### config.mk
export PLATFORM = sky130hd
export DESIGN_NAME = mem_arbiter
export DESIGN_NICKNAME = d
export VERILOG_FILES = /design/src/rtl/mem_arbiter.sv
export SDC_FILE = /design/constraint.sdc
export NUM_CORES = 1
export LEC_CHECK = 0
export ABC_CLOCK_PERIOD_IN_PS = 4950
export CAP_MARGIN = 20
export CORE_ASPECT_RATIO = 0.8
export CORE_MARGIN = 1.5
export CORE_UTILIZATION = 40
export DETAILED_ROUTE_END_ITERATION = 7
export PLACE_DENSITY = 0.83
export SKIP_LAST_GASP = 1
export SYNTH_ARGS = -nofsm -noshare
export SYNTH_HDL_FRONTEND = slang
export SYNTH_SLANG_ARGS = --single-unit
### constraint.sdc
create_clock -name clock -period 4.95 [get_ports clock]
set_input_delay 0.99 -clock clock [delete_from_list [all_inputs] [get_ports clock]]
set_output_delay 0.99 -clock clock [all_outputs]
set_load 0.005 [all_outputs]
### src/rtl/mem_arbiter.sv
// Two-requester arbiter in front of a byte-addressed, big-endian word memory.
// Define MEM_ARB_ROUND_ROBIN_EN for round-robin tie-breaking; otherwise requester 0 has fixed priority.
module mem_arbiter #(
  parameter int ADDR_WIDTH = 16,
  parameter int DATA_WIDTH = 16,
  parameter int MEM_DEPTH  = 1024
) (
  input  logic                  clock,
  input  logic                  reset,
  input  logic                  req0,
  input  logic                  req1,
  input  logic                  wr0,
  input  logic                  wr1,
  input  logic [ADDR_WIDTH-1:0] addr0,
  input  logic [ADDR_WIDTH-1:0] addr1,
  input  logic [DATA_WIDTH-1:0] wdata0,
  input  logic [DATA_WIDTH-1:0] wdata1,
  output logic                  ack0,
  output logic                  ack1,
  output logic                  err,
  output logic [DATA_WIDTH-1:0] rdata,
  output logic [ADDR_WIDTH-1:0] mem_address,
  output logic                  mem_wr_en,
  output logic [DATA_WIDTH-1:0] mem_data_in,
  input  logic [DATA_WIDTH-1:0] mem_data_out
);

  // A word occupies addr and addr+1, so the last legal word address is one below the final byte.
  localparam logic [ADDR_WIDTH-1:0] LAST_ADDR = ADDR_WIDTH'(MEM_DEPTH - 2);

  typedef enum logic [1:0] {
    IDLE   = 2'd0,
    ACCESS = 2'd1,
    DONE   = 2'd2
  } state_t;

  state_t state, state_next;

  logic                  grant_id;
  logic                  load;
  logic                  capture;
  logic                  finish;
  logic                  sel_wr;
  logic [ADDR_WIDTH-1:0] sel_addr;
  logic [DATA_WIDTH-1:0] sel_wdata;

  logic                  id_q;
  logic                  wr_q;
  logic                  oor_q;
  logic [ADDR_WIDTH-1:0] addr_q;
  logic [DATA_WIDTH-1:0] wdata_q;

`ifdef MEM_ARB_ROUND_ROBIN_EN
  logic last_grant;

  always_comb begin
    if (req0 && req1) grant_id = ~last_grant;
    else              grant_id = req1;
  end

  // Starts at requester 1 so requester 0 takes the first tie after reset.
  always_ff @(posedge clock or posedge reset) begin
    if (reset)     last_grant <= 1'b1;
    else if (load) last_grant <= grant_id;
  end
`else
  always_comb begin
    grant_id = req1 & ~req0;
  end
`endif

  always_comb begin
    sel_wr    = grant_id ? wr1    : wr0;
    sel_addr  = grant_id ? addr1  : addr0;
    sel_wdata = grant_id ? wdata1 : wdata0;
  end

  // NOTE: every signal written here gets a default first, so no path leaves one unassigned and no latch is inferred.
  always_comb begin
    state_next = state;
    load       = 1'b0;
    capture    = 1'b0;
    finish     = 1'b0;
    case (state)
      IDLE: begin
        if (req0 || req1) begin
          load       = 1'b1;
          state_next = ACCESS;
        end
      end
      ACCESS: begin
        capture    = ~wr_q & ~oor_q;
        state_next = DONE;
      end
      DONE: begin
        finish     = 1'b1;
        state_next = IDLE;
      end
      default: state_next = IDLE;
    endcase
  end

  // NOTE: state registers use non-blocking assignments so all flops update together from pre-edge values.
  always_ff @(posedge clock or posedge reset) begin
    if (reset) state <= IDLE;
    else       state <= state_next;
  end

  // NOTE: the command and data registers are reset too, because mem_address, mem_data_in and rdata must read 0 after reset.
  always_ff @(posedge clock or posedge reset) begin
    if (reset) begin
      id_q    <= 1'b0;
      wr_q    <= 1'b0;
      oor_q   <= 1'b0;
      addr_q  <= '0;
      wdata_q <= '0;
      rdata   <= '0;
      ack0    <= 1'b0;
      ack1    <= 1'b0;
      err     <= 1'b0;
    end else begin
      if (load) begin
        id_q    <= grant_id;
        wr_q    <= sel_wr;
        addr_q  <= sel_addr;
        wdata_q <= sel_wdata;
        oor_q   <= (sel_addr > LAST_ADDR);
      end
      if (capture) rdata <= mem_data_out;
      // The ack registers out of DONE, so it is seen in the cycle after DONE.
      ack0 <= finish & ~id_q;
      ack1 <= finish &  id_q;
      err  <= finish &  oor_q;
    end
  end

  // mem_wr_en decodes from the state register, so an asynchronous reset removes it at once.
  always_comb begin
    mem_address = addr_q;
    mem_data_in = wdata_q;
    mem_wr_en   = (state == ACCESS) & wr_q & ~oor_q;
  end

endmodule

==> results.sh <==
export IMPL_run_status="finished clean"
export IMPL_core_rowCount=25
export IMPL_fillers=459
export IMPL_endpoint_kind="output pin"
export IMPL_cp_arrival_ps=1590
export IMPL_core_area_um2=5912
export IMPL_area_growth_pct=62.36
export IMPL_hold_viol=0
export IMPL_synthDominantAreaCellType="dfrtp_1"
export IMPL_ir_worst_vdd_mv=0.2168
export IMPL_crit_slowest_cell="clkdlybuf4s50_1"
export IMPL_cts_sinks=56
export IMPL_cts_tree="built"
export IMPL_combPwrFrac=0.451
export IMPL_power_switching_mw=0.5636
export IMPL_io_pins=138
export IMPL_setup_tns_ps=0
export IMPL_dp_hpwl_mm=4.776
export IMPL_grt_max_degree=68
export IMPL_dieWidth_um=90.50
export IMPL_leakagePower_nw=1.672
export IMPL_critical_path_required_ps=3960
export IMPL_yosysMostFrequentCell="nand2_1"
export IMPL_cp_cell_sequence="nor2b_4, and3b_2, clkdlybuf4s50_1"
export IMPL_clkPwrFrac=0.134
export IMPL_clk_pin_slew_ps=90
export IMPL_synth_nets=336
export IMPL_synth_async_sr_flop_share=1.000
export IMPL_synth_edf_count=0
export IMPL_finClkSkew_ps=8.388
export IMPL_worst_path_largest_cell_delay_ps=520
export IMPL_ff_latch_area_um2=1401
export IMPL_cts_root_buf="clkbuf_8"
export IMPL_hold_buffers=0
export IMPL_post_cts_resized=0
export IMPL_clk_insertion_delay_late_ps=310
export IMPL_synth_seq_area_share=0.5720
export IMPL_avgSynthCellArea_um2=9.799
export IMPL_start_util=0.4144
export IMPL_rsz0062_at_grt="false"
export IMPL_timing_fmax_mhz=387.0
export IMPL_dieArea_um2=6606
export IMPL_drt_iter0_markers=86
export IMPL_htreeDepth=2
export IMPL_postCtsSetupRepairBufs=0
export IMPL_cp_top_family="buffers and inverters"
export IMPL_post_route_drc_count=0
export IMPL_drv_slew=0
export IMPL_p_sw_frac=0.3064
export IMPL_diodes=0
export IMPL_cp_max_fo=5
export IMPL_postRouteAntennaNets=0
export IMPL_cell_internal_pwr_mw=1.276
export IMPL_multi_input_area_um2=968.4
export IMPL_die_h_um=73
export IMPL_wl_per_cell_um=13.76
export IMPL_synth_flop_cell="dfrtp_1"
export IMPL_worst_pin_slew_ps=766.2
export IMPL_cts_path_max_buffers=2
export IMPL_layout_min_cycle_time_ps=2584
export IMPL_gp_congestion=0.8597
export IMPL_startpoint_type="flip-flop"
export IMPL_routed_via_density=4.909
export IMPL_synthesis_area_um2=2450
export IMPL_portBuffers=137
export IMPL_timing_final_crit_share=0.5220
export IMPL_post_route_util=0.6728
export IMPL_grt_pass1_vias=2125
export IMPL_antenna_found_initial=0
export IMPL_setup_violations=0
export IMPL_nets=468
export IMPL_ys_ff_latch=56
export IMPL_syn_inst=250
export IMPL_relSlewSlack=0.4887
export IMPL_wl_mm=6.385
export IMPL_synth_top_area_share=0.5720
export IMPL_grt_use_total=0.1959
export IMPL_cts_buffers=5
export IMPL_vias=2278
export IMPL_power_density_nw_per_um2=462.4
export IMPL_first_pass_iters=4
export IMPL_synthTopCellsByArea="dfrtp_1 57%, nand2_1 10%, a31oi_1 8.2%"
export IMPL_grt_ovfl_total=0
export IMPL_grt_pass1_wl_mm=10.08
export IMPL_critical_path_class="flip-flop to output pin"
export IMPL_drive_above_1_share=0.09138
export IMPL_yosysUniqueCellTypes=25
export IMPL_cap_violations=0
export IMPL_yosysWarnings=0
export IMPL_power_sequential_fraction=0.415
export IMPL_min_path_type="flip-flop to flip-flop"
export IMPL_crit_buf_inv=1
export IMPL_synthTopCellsByCount="67 x nand2_1, 56 x dfrtp_1, 36 x nor2_1"
[final timing paths]
kind / start / end / depth (start not counted) / slack (ps)
min in group asynchronous: reset / rdata[10]$_DFFE_PP0P_ / 3 / 1200
setup reg to reg: state[1]$_DFFE_PP0P_ / mem_data_in[3]$_DFFE_PP0P_ / 5 / 3150
max in group asynchronous: reset / mem_address[13]$_DFFE_PP0P_ / 3 / 3290
hold reg to reg: id_q$_DFFE_PP0P_ / ack0$_DFF_PP0_ / 1 / 460
setup / recovery: state[1]$_DFFE_PP0P_ / mem_wr_en / 3 / 2370
hold / removal: id_q$_DFFE_PP0P_ / ack0$_DFF_PP0_ / 1 / 460
[state kept, by name, summed over array words and instances (netlist names)]
name         cells
mem_address     16
mem_data_in     16
rdata           16
state            2
ack0             1
ack1             1
err              1
id_q             1
oor_q            1
wr_q             1
[power by group through the flow]
stage               logic, mW  clock network, mW  registers [mW]
floorplan               0.322                  0           0.782
detailed placement      0.825                  0           0.777
global placement        0.804                  0           0.768
finish                  0.829              0.246           0.764
global route            0.910              0.279           0.794
CTS                     0.827              0.258           0.768
[per-stage QoR]
| step | cell area [µm²] | power [mW] | hold WS (ps) | setup slack (ps) | std cells |
|---|---|---|---|---|---|
| 2_1_floorplan | 2450 | 1.104 | 423.0 | 2589 | 250 |
| 3_3_place_gp | 3869 | 1.572 | 444.9 | 2125 | 455 |
| 3_5_place_dp | 3869 | 1.602 | 442.7 | 1996 | 455 |
| 4_1_cts | 3958 | 1.853 | 460.1 | 2334 | 463 |
| 5_1_grt | 3978 | 1.982 | 494.3 | 2292 | 464 |
| 6_report | 3978 | 1.839 | 458.3 | 2366 | 464 |
[cell type report]
cell class | instances | share of cell area
Clock buffer | 6 | 0.01824
Clock inverter | 2 | 0.004089
Inverter | 1 | 0.0009437
Multi-Input combinational cell | 177 | 0.2435
Tap cell | 81 | 0.02548
Timing Repair Buffer | 141 | 0.3555
Sequential cell | 56 | 0.3523
[logic make-up after synthesis]
group	after synthesis	synth area share
simple gates	121	0.2166
compound gates	39	0.09959
mux	17	0.07763
buf+inv	17	0.03421
flops	56	0.5720
[cell usage in the layout, fill, tap and decap left out, types with 2 or more instances in the layout]
master	Yosys	layout
a21oi_1	3	3
a31oi_1	32	32
and3b_2	3	3
buf_4	0	3
clkbuf_8	0	5
clkdlybuf4s50_1	0	137
dfrtp_1	56	56
mux2_2	16	16
nand2_1	67	67
nand4_1	4	4
nor2_1	36	36
nor3_1	2	2
[metal layers]
metal  GRT usage  vias to the layer above  routed length [µm]
met1      0.2483                     1029                2823
met3     0.05313                       10                 493
met4     0.06349                        0                  83
met5           0                        -                   0
met2      0.3292                      121                2984
li1            -                     1118                   -
Power figures use the tool's default switching activity.
